===== src/rtl/dh_dwxh_rec_pkg.sv =====
// dh_dwxh_rec_pkg
// Shared definitions for the dh/dW_xh sensitivity-recurrence engine:
//   - state_t       : FSM state encoding (IDLE, MAC, FIN, OUT)
//   - acc_bits()    : accumulator width for a given data width / lane count
//   - round_half_up : add half an LSB, then arithmetic shift right by frac
//   - sat_value     : clamp to the signed databit-wide range
//   - is_sat        : flag when clamping changes the value
// The helpers work on a 64-bit signed carrier so a single definition serves
// every DATABIT/FRAC combination; callers narrow the result themselves.
package dh_dwxh_rec_pkg;

  typedef enum logic [1:0] {
    ST_IDLE = 2'd0,
    ST_MAC  = 2'd1,
    ST_FIN  = 2'd2,
    ST_OUT  = 2'd3
  } state_t;

  // Full-precision product sum of hnum terms plus one guard bit for injection.
  function automatic int acc_bits(input int databit, input int hnum);
    return 2 * databit + $clog2(hnum) + 1;
  endfunction

  function automatic logic signed [63:0] round_half_up(input logic signed [63:0] v,
                                                       input int frac);
    logic signed [63:0] half;
    half = 64'sd1 <<< (frac - 1);
    return (v + half) >>> frac;
  endfunction

  function automatic logic signed [63:0] sat_hi(input int databit);
    return (64'sd1 <<< (databit - 1)) - 64'sd1;
  endfunction

  function automatic logic signed [63:0] sat_lo(input int databit);
    return -(64'sd1 <<< (databit - 1));
  endfunction

  function automatic logic signed [63:0] sat_value(input logic signed [63:0] v,
                                                   input int databit);
    if (v > sat_hi(databit)) return sat_hi(databit);
    if (v < sat_lo(databit)) return sat_lo(databit);
    return v;
  endfunction

  function automatic logic is_sat(input logic signed [63:0] v, input int databit);
    return (v > sat_hi(databit)) || (v < sat_lo(databit));
  endfunction

endpackage


===== src/rtl/dh_rec_lane.sv =====
// dh_rec_lane
// One output lane of the recurrence: a multiply-accumulate register fed one
// (J[i][j], dprev[j]) pair per MAC cycle, followed by combinational
// injection, half-up rounding and saturation of the accumulated sum.
// Ports:
//   clk, rst   : clock, asynchronous active-high reset
//   clr_i      : clear the accumulator (step acceptance)
//   mac_en_i   : accumulate coef_i * dprev_i this cycle
//   coef_i     : J[i][j] for the current column
//   dprev_i    : d_{t-1}[j] for the current column (already gated by seq_start)
//   inj_en_i   : this lane is the injection target
//   a_t_i      : injection value (same Q format as the data)
//   res_o      : rounded, saturated lane value (valid once MAC is done)
//   sat_o      : res_o was clamped
module dh_rec_lane
  import dh_dwxh_rec_pkg::*;
#(
  parameter int DATABIT = 16,
  parameter int FRAC    = 12,
  parameter int HNUM    = 4
) (
  input  logic                      clk,
  input  logic                      rst,
  input  logic                      clr_i,
  input  logic                      mac_en_i,
  input  logic signed [DATABIT-1:0] coef_i,
  input  logic signed [DATABIT-1:0] dprev_i,
  input  logic                      inj_en_i,
  input  logic signed [DATABIT-1:0] a_t_i,
  output logic signed [DATABIT-1:0] res_o,
  output logic                      sat_o
);

  localparam int ACCBIT = acc_bits(DATABIT, HNUM);

  logic signed [ACCBIT-1:0]    acc_q, acc_d;
  logic signed [2*DATABIT-1:0] prod;
  logic signed [63:0]          pre_w, rnd_w;

  assign prod = coef_i * dprev_i;

  always_comb begin
    acc_d = acc_q;
    if (clr_i) begin
      acc_d = '0;
    end else if (mac_en_i) begin
      acc_d = acc_q + ACCBIT'(prod);
    end
  end

  always_ff @(posedge clk or posedge rst) begin
    if (rst) acc_q <= '0;
    else     acc_q <= acc_d;
  end

  // The product sum carries 2*FRAC fractional bits, so the injection term is
  // aligned by FRAC before the single rounding shift.
  always_comb begin
    pre_w = 64'(acc_q);
    if (inj_en_i) pre_w = pre_w + (64'(a_t_i) <<< FRAC);
    rnd_w = round_half_up(pre_w, FRAC);
    res_o = DATABIT'(sat_value(rnd_w, DATABIT));
    sat_o = is_sat(rnd_w, DATABIT);
  end

endmodule


===== src/rtl/dh_dwxh_rec.sv =====
// dh_dwxh_rec
// Sequential GRU sensitivity recurrence: d_t = J * d_{t-1} + a_t * e_n.
// One Jacobian column is consumed per MAC cycle across HNUM lanes; the
// rounded and saturated result becomes the next step's d_{t-1}.
// Ports:
//   clk, rst             : clock, asynchronous active-high reset
//   in_valid / in_ready  : step request handshake
//   seq_start            : start of sequence, treat d_{t-1} as zero
//   n, a_t               : injection lane and value
//   jac                  : J[i][j] at [(i*HNUM+j)*DATABIT +: DATABIT]
//   out_valid / out_ready: result handshake
//   result               : lane i at [i*DATABIT +: DATABIT]
//   sat                  : some lane of result was clamped
module dh_dwxh_rec
  import dh_dwxh_rec_pkg::*;
#(
  parameter int DATABIT = 16,
  parameter int FRAC    = 12,
  parameter int HNUM    = 4,
  parameter int NW      = (HNUM > 1) ? $clog2(HNUM) : 1
) (
  input  logic                           clk,
  input  logic                           rst,
  input  logic                           in_valid,
  output logic                           in_ready,
  input  logic                           seq_start,
  input  logic [NW-1:0]                  n,
  input  logic [DATABIT-1:0]             a_t,
  input  logic [HNUM*HNUM*DATABIT-1:0]   jac,
  output logic                           out_valid,
  input  logic                           out_ready,
  output logic [HNUM*DATABIT-1:0]        result,
  output logic                           sat
);

  state_t                    state_q;
  logic [NW-1:0]             j_q;
  logic signed [DATABIT-1:0] jac_q   [HNUM][HNUM];
  // dprev doubles as the result register: both are written with the same
  // saturated values in FIN and both clear on reset.
  logic signed [DATABIT-1:0] dprev_q [HNUM];
  logic [NW-1:0]             n_q;
  logic signed [DATABIT-1:0] a_t_q;
  logic                      seq_q;
  logic                      in_ready_q;
  logic                      out_valid_q;
  logic                      sat_q;

  logic                      acc_clr;
  logic                      mac_en;
  logic signed [DATABIT-1:0] col_dprev;
  logic signed [DATABIT-1:0] lane_res [HNUM];
  logic [HNUM-1:0]           lane_sat;

  assign acc_clr   = (state_q == ST_IDLE) && in_valid;
  assign mac_en    = (state_q == ST_MAC);
  assign col_dprev = seq_q ? '0 : dprev_q[j_q];

  generate
    for (genvar gi = 0; gi < HNUM; gi++) begin : g_lane
      dh_rec_lane #(
        .DATABIT (DATABIT),
        .FRAC    (FRAC),
        .HNUM    (HNUM)
      ) u_lane (
        .clk      (clk),
        .rst      (rst),
        .clr_i    (acc_clr),
        .mac_en_i (mac_en),
        .coef_i   (jac_q[gi][j_q]),
        .dprev_i  (col_dprev),
        .inj_en_i (n_q == NW'(gi)),
        .a_t_i    (a_t_q),
        .res_o    (lane_res[gi]),
        .sat_o    (lane_sat[gi])
      );
      assign result[gi*DATABIT +: DATABIT] = dprev_q[gi];
    end
  endgenerate

  assign in_ready  = in_ready_q;
  assign out_valid = out_valid_q;
  assign sat       = sat_q;

  always_ff @(posedge clk or posedge rst) begin
    if (rst) begin
      state_q     <= ST_IDLE;
      j_q         <= '0;
      n_q         <= '0;
      a_t_q       <= '0;
      seq_q       <= 1'b0;
      in_ready_q  <= 1'b1;
      out_valid_q <= 1'b0;
      sat_q       <= 1'b0;
      for (int i = 0; i < HNUM; i++) begin
        dprev_q[i] <= '0;
        for (int j = 0; j < HNUM; j++) jac_q[i][j] <= '0;
      end
    end else begin
      case (state_q)
        ST_IDLE: begin
          if (in_valid) begin
            for (int i = 0; i < HNUM; i++)
              for (int j = 0; j < HNUM; j++)
                jac_q[i][j] <= jac[(i*HNUM+j)*DATABIT +: DATABIT];
            n_q        <= n;
            a_t_q      <= a_t;
            seq_q      <= seq_start;
            j_q        <= '0;
            in_ready_q <= 1'b0;
            state_q    <= ST_MAC;
          end
        end
        ST_MAC: begin
          if (j_q == NW'(HNUM - 1)) begin
            j_q     <= '0;
            state_q <= ST_FIN;
          end else begin
            j_q <= j_q + 1'b1;
          end
        end
        ST_FIN: begin
          for (int i = 0; i < HNUM; i++) dprev_q[i] <= lane_res[i];
          sat_q       <= |lane_sat;
          out_valid_q <= 1'b1;
          state_q     <= ST_OUT;
        end
        ST_OUT: begin
          if (out_ready) begin
            out_valid_q <= 1'b0;
            in_ready_q  <= 1'b1;
            state_q     <= ST_IDLE;
          end
        end
        default: state_q <= ST_IDLE;
      endcase
    end
  end

endmodule


===== config.mk =====
export PLATFORM = sky130hd
export DESIGN_NAME = dh_dwxh_rec
export DESIGN_NICKNAME = d
export VERILOG_FILES = /design/src/rtl/dh_dwxh_rec_pkg.sv /design/src/rtl/dh_rec_lane.sv /design/src/rtl/dh_dwxh_rec.sv
export SDC_FILE = /design/constraint.sdc
export NUM_CORES = 2
export LEC_CHECK = 0
export BUFFER_PORTS_ARGS = -buffer_cell sky130_fd_sc_hd__buf_2
export CORE_UTILIZATION = 35
export DETAILED_ROUTE_END_ITERATION = 8
export GPL_ROUTABILITY_DRIVEN = 0
export PLACE_DENSITY = 0.51
export SLEW_MARGIN = 20
export SYNTH_ARGS = -nofsm -noshare
export SYNTH_HDL_FRONTEND = slang
export SYNTH_SLANG_ARGS = --single-unit

===== constraint.sdc =====
create_clock -name clk -period 19.5 [get_ports clk]
set_input_delay 1.95 -clock clk [delete_from_list [all_inputs] [get_ports clk]]
set_output_delay 1.95 -clock clk [all_outputs]
set_load 0.01 [all_outputs]

## After elaboration in Yosys (flattened, before gate mapping)

Cells that the tools add are included.

| cells by class | value |
|---|---|
| multipliers | 4 |
| eq/ne operators | 10 |
| muxes and demuxes | 68 |
| $lt $le $gt $ge | 9 |
| add/sub/neg operators | 13 |
| bitwise operators | 1 |
| reduce and logical (&&, ||, !) cells | 17 |

Operator list:

| cell | count |
|---|---|
| $mux 16 | 27 |
| $mux 35 | 8 |
| $add 64x13->64 const B | 4 |
| $mux 64 | 4 |
| $gt 52x16->1 const B | 4 |
| $lt 52x16->1 const B | 4 |
| $bmux 16 s2 | 5 |
| $add 35x28->36 | 4 |
| $add 35x32->35 | 4 |
| $mul 16x16->32 | 4 |
| $mux 1 | 15 |
| $eq 2x2->1 const B | 5 |
| $mux 2 | 5 |
| $pmux 2 s4 | 1 |
| $reduce_bool 2->1 | 4 |
| $ne 2x2->1 const B | 3 |
| $reduce_and 2->1 | 3 |
| $reduce_and 3->1 | 2 |
| $eq 2x1->1 const B | 2 |
| $logic_not 2->1 | 2 |
| $logic_or 1x1->1 | 4 |
| $pmux 1 s2 | 2 |
| $pmux 2 s2 | 1 |
| $reduce_or 4->1 | 1 |
| other kinds (4) | 4 |

| word-level totals | value |
|---|---|
| bits of input ports | 279 |
| register bits | 486 |
| output and inout bits | 67 |
| logic and storage cells | 154 |

## Longest topological paths before layout

| logic depth | value |
|---|---|
| depth in word-level cells | 9 |
| depth in mapped cells | 36 |
| gate-level depth less buffers | 30 |

## Modules after synthesis

A second synthesis with hierarchy kept.

| second synthesis, totals | value |
|---|---|
| cells, all modules | 7787 |
| area, all modules | 77446.8 um^2 |

Modules (own cells, without submodules):

| module | cells each | area an instance (um^2) | times used | seq. area each (um^2) |
|---|---|---|---|---|
| dh_dwxh_rec | 874 | 15748.9 | 1 | 8659.6 |
| dh_rec_lane (g_lane[0].u_lane) | 1738 | 15593.7 | 1 | 875.8 |
| dh_rec_lane (g_lane[3].u_lane) | 1745 | 15547.4 | 1 | 875.8 |
| dh_rec_lane (g_lane[2].u_lane) | 1742 | 15452.3 | 1 | 875.8 |
| dh_rec_lane (g_lane[1].u_lane) | 1688 | 15104.5 | 1 | 875.8 |

## Worst setup path before layout

OpenSTA, ideal clock, no wires.

| timing path | value |
|---|---|
| path kind | reg-to-reg |
| start point | reg j_q[0] |
| end point | reg g_lane[2].u_lane.acc_q[33] |
| data arrival time | 9.375 ns |
| slack | 10.004 ns |
| clock period less this slack | 9.496 ns |
| stages on the path, launching flop included | 32 |
| buffers on the path | 5 |
| setup time | 0.122 ns |
| required time | 19.378 ns |
| path through | dfrtp_1 -> buf_1 -> clkbuf_1 -> clkbuf_1 -> buf_1 -> clkbuf_1 -> mux2_2 -> o21ai_1 -> nor2_1 -> fa_1 -> inv_1 -> fa_1 -> fa_1 -> inv_1 -> ha_1 -> fa_1 -> inv_1 -> fa_1 -> inv_1 -> ha_1 -> a21oi_1 -> o211ai_1 -> a2111oi_0 -> o211ai_1 -> and2_1 -> a41oi_1 -> a2111oi_0 -> nor3_1 -> o41a_1 -> o21ai_0 -> or3_1 -> o2111a_1 |

| between the ends | value |
|---|---|
| word-level cells in the longest chain between the ends | 9 |
| elaborated cells on any way between the ends | 12 |
| classes of those cells | add/sub: 1; mul: 1; mux: 9; bitwise: 1 |

RTL lines:

| item | line | source |
|---|---|---|
| start, declared | dh_dwxh_rec.sv:37 | `logic [NW-1:0] j_q;` |
| start signal, assigned | dh_dwxh_rec.sv:119 | `j_q <= j_q + 1'b1;` |
| $not 2->3 (implied by the code) * | dh_dwxh_rec.sv:57, dh_dwxh_rec.sv:70 |  |
| $bmux 16 s2 | dh_dwxh_rec.sv:57 | `assign col_dprev = seq_q ? '0 : dprev_q[j_q];` |
| $mux 16 (implied by the code) (2 in series) | dh_dwxh_rec.sv:57 |  |
| $mux 16 | dh_dwxh_rec.sv:57 |  |
| $mul 16x16->32 * | dh_rec_lane.sv:40 | `assign prod = coef_i * dprev_i;` |
| $add 35x32->35 * | dh_rec_lane.sv:47 | `acc_d = acc_q + ACCBIT'(prod);` |
| $mux 35 * | dh_rec_lane.sv:46 | `end else if (mac_en_i) begin` |
| $mux 35 * | dh_rec_lane.sv:44 | `if (clr_i) begin` |
| end signal, assigned | dh_rec_lane.sv:52 | `if (rst) acc_q <= '0;` |
| end signal, assigned | dh_rec_lane.sv:53 | `else acc_q <= acc_d;` |
| end, declared | dh_rec_lane.sv:36 | `logic signed [ACCBIT-1:0] acc_q, acc_d;` |

Every way passes the cells marked *; elsewhere a longest branch is shown, timed or not. The select of a mux whose other input is x is not followed.
A chain may end at the register's enable or synchronous reset.

## Worst setup path in the final report

| timing path | value |
|---|---|
| start point | reg j_q[0] |
| end point | reg g_lane[1].u_lane.acc_q[32] |

| between the ends | value |
|---|---|
| word-level cells in the longest chain between the ends | 9 |
| elaborated cells on any way between the ends | 12 |
| classes of those cells | add/sub: 1; mul: 1; mux: 9; bitwise: 1 |

RTL lines:

| item | line |
|---|---|
| $not 2->3 (implied by the code) * | dh_dwxh_rec.sv:57, dh_dwxh_rec.sv:70 |
| $bmux 16 s2 | dh_dwxh_rec.sv:57 |
| $mux 16 (implied by the code) (2 in series) | dh_dwxh_rec.sv:57 |
| $mux 16 | dh_dwxh_rec.sv:57 |
| $mul 16x16->32 * | dh_rec_lane.sv:40 |
| $add 35x32->35 * | dh_rec_lane.sv:47 |
| $mux 35 * | dh_rec_lane.sv:46 |
| $mux 35 * | dh_rec_lane.sv:44 |
| end signal, assigned | dh_rec_lane.sv:52 |
| end signal, assigned | dh_rec_lane.sv:53 |
| end, declared | dh_rec_lane.sv:36 |

Marks and branches as above.

==> results.py <==
metrics = {
    "status": {
        "status": "complete, no violations",
    },
    "synthesis": {
        "ys_seq_elements": 486,
        "ys_warn_count": 0,
        "ys.flop_type": "dfrtp_1",
        "avgSynthCellArea_sq_um": 8.75,
        "synth_cells": 8478,
        "netlist_area_sq_mm": 0.0742,
        "synth_cell_types": 105,
        "synth_edf_count": 0,
        "synthesis.nets": 10500,
        "async_reset_ff_share_pct": 100,
        "yosysSeqAreaShare_pct": 16.4,
    },
    "placed_design": {
        "port_buffers": 345,
        "dp_hpwl_um": 187000,
        "dp_slack_ns": 8.41,
        "place_area_sq_mm": 0.0791,
    },
    "clock_tree": {
        "hold_buffers": 0,
        "cts-root-buf": "clkbuf_16",
        "clockBufferDepth": 3,
        "htree_num_levels": 3,
        "post_cts_buffers": 0,
        "ctsResizeCount": 0,
        "cts_tree": "done",
        "clkSinkCount": 486,
        "cts_made_buffers": 70,
        "clk_latency_ns": 0.73,
        "clkTransAtPathRegs_ns": 0.05,
    },
    "grt": {
        "grt_max_degree": 240,
        "track_usage_pct": 22.9,
        "antenna_found_initial": 6,
        "grt_pass1_wl_um": 376000,
        "grt_overflow_total": 0,
        "grt_pass1_vias": 61400,
    },
    "worst_hold_path": {
        "whs_path_depth": 2,
        "min_to": "jac_q[45]",
        "worstHoldPathType": "reg -> reg",
        "min-delay-start": "jac_q[45]",
    },
    "setup_path": {
        "r2r-start": "j_q[0]",
        "worstPathRequired_ns": 20.07,
        "max_stage_delay_ns": 1.05,
        "start_kind": "flip-flop",
        "cp_num_buf_inv": 6,
        "rr_endpoint": "g_lane[1].u_lane.acc_q[32]",
        "ff2ff_setup_slack_ns": 8.18,
        "slowest_stage": "dfrtp_4",
        "endpoint_kind": "flip-flop",
        "crit_arrival_ns": 11.89,
        "crit_fanout": 57,
        "cpMostUsedCell": "fa_1",
        "reg2regPathDepth": 29,
        "critical_path.top_delay_family": "compound AO/OA/AOI/OAI gates",
        "crit_type": "reg -> reg",
    },
    "sta": {
        "tns_ns": 0,
        "max_slew_margin_pct": 14.3,
        "period_share_pct": 58.1,
        "fmax_mhz": 88.3,
        "rsz0062_at_grt": "false",
        "slew_viol_final": 0,
        "hold_viol": 0,
        "setup_ws_ns": 8.18,
        "tightest_slew_ns": 1.28,
        "setup-violations-final": 0,
        "skew_ns": 0.0387,
        "fin_crit_ns": 11.32,
    },
    "floorplanning": {
        "rows": 168,
        "core_area_sq_mm": 0.210,
        "initial_core_util_pct": 35.3,
        "die_area_sq_mm": 0.214,
        "die_w_um": 463,
        "ioPinCount": 346,
        "fp.dieH_um": 463,
    },
    "finish": {
        "design_area_sq_mm": 0.0817,
        "layout.nets": 10700,
        "final_common_cell": "nand2_1",
        "area_growth_pct": 10.0,
        "final_cell_mix": "nand2_1 (1576), inv_1 (1473), fa_1 (1244)",
        "drive_gt1_share_pct": 8.34,
    },
    "route": {
        "wl_per_cell_um": 20.9,
        "finalWirelength_um": 240000,
        "vias": 59000,
        "routed_via_density": 5.12,
        "dr.pass1.iters": 6,
        "drc": 0,
        "ant_nets": 0,
        "drt_iter0_drc": 4545,
    },
    "flow_run": {
        "drv_cap": 0,
    },
}
registers in the layout, indices dropped and copies added (netlist names):
name / flops
n_q: 2
in_ready: 1
sat: 1
j_q: 2
seq_q: 1
g_lane.u_lane.acc_q: 140
a_t_q: 16
state_q: 2
result: 64
out_valid: 1
jac_q: 256
Yosys cell counts, drive strengths merged, types with 24 or more instances:
| cell | instances | area share, % |
|---|---|---|
| nand2 | 1579 | 8.0 |
| clkbuf | 295 | 1.5 |
| o211ai | 43 | 0.45 |
| a31oi | 40 | 0.35 |
| a21oi | 265 | 1.8 |
| and3 | 39 | 0.34 |
| and2 | 53 | 0.45 |
| o21ai | 199 | 1.3 |
| or3 | 34 | 0.29 |
| nor2b | 94 | 0.79 |
| nor2 | 801 | 4.1 |
| inv | 1474 | 7.5 |
| ha | 517 | 8.7 |
| a211oi | 81 | 0.87 |
| fa | 1244 | 34 |
| nand2b | 40 | 0.35 |
| buf | 54 | 0.32 |
| nor3 | 73 | 0.50 |
| o31ai | 34 | 0.38 |
| o21bai | 24 | 0.24 |
| a21o | 79 | 0.80 |
| nand4 | 24 | 0.21 |
| mux2i | 162 | 2.2 |
| a211o | 27 | 0.32 |
| o21a | 77 | 0.78 |
| xor2 | 66 | 0.78 |
| mux2 | 52 | 0.79 |
| dfrtp | 485 | 16 |
| nand3 | 82 | 0.56 |
| xnor2 | 154 | 1.8 |
stage by stage:
stage               hold slack (ns)  instances  utilization (%)
finish                        0.471      11500             38.8
global route                  0.480      11500             38.8
CTS                           0.473      11500             38.8
detailed placement            0.458      11400             37.7
global placement              0.452      11400             37.6
floorplan                     0.440       8478                -
cell families (layout without fill, tap and decap cells):
group | Yosys count | in the layout | share of synthesized area (%)
adder cells (fa/ha/maj) | 1761 | 1761 | 42.3
AND/OR/NAND/NOR | 2939 | 2939 | 16.8
flip-flops | 486 | 486 | 16.4
XOR/XNOR | 220 | 220 | 2.60
multiplexers | 233 | 233 | 3.55
AO/OA/AOI/OAI | 1013 | 1013 | 9.10
other | 0 | 4 | 0
buffers and inverters | 1826 | 2052 | 9.28
worst min-delay path: stages (launching register included):
cell     delay (ns)
dfrtp_1        0.33
nand2_1        0.05
nand2_1        0.06
worst max-delay path by stage:
stage / start / end / slack [ns] / cells after the start
floorplan: rst / a_t_q[0] / 3.99 / 1
global placement: j_q[0] / g_lane[2].u_lane.acc_q[31] / 8.41 / 29
detailed placement: j_q[0] / g_lane[2].u_lane.acc_q[33] / 8.41 / 29
CTS: j_q[0] / g_lane[2].u_lane.acc_q[33] / 8.34 / 29
global route: j_q[0] / g_lane[1].u_lane.acc_q[32] / 7.65 / 29
finish: j_q[0] / g_lane[1].u_lane.acc_q[32] / 8.18 / 29
per-layer routing:
metal  GRT usage (%)  part of all wire, %  vias to the layer above
met5               0                    0                        -
met3            4.84                  8.1                      231
li1                -                    -                    26900
met4            4.98                  2.2                        0
met2            34.2                   43                     1899
met1            33.7                   47                    30000
cell type report:
class | instances | area (sq um)
fill | 21600 | 129000
multi-input combinational | 6166 | 55400
sequential | 486 | 12200
inverter | 1477 | 5550
tap | 2805 | 3510
timing repair buffer | 447 | 2550
clock buffer | 102 | 2050
clock inverter | 26 | 405
antenna | 4 | 10.0
Power is left out: the tool's default activity adds up to more than one toggle a clock period on the data nets, which glitch-free logic cannot reach.
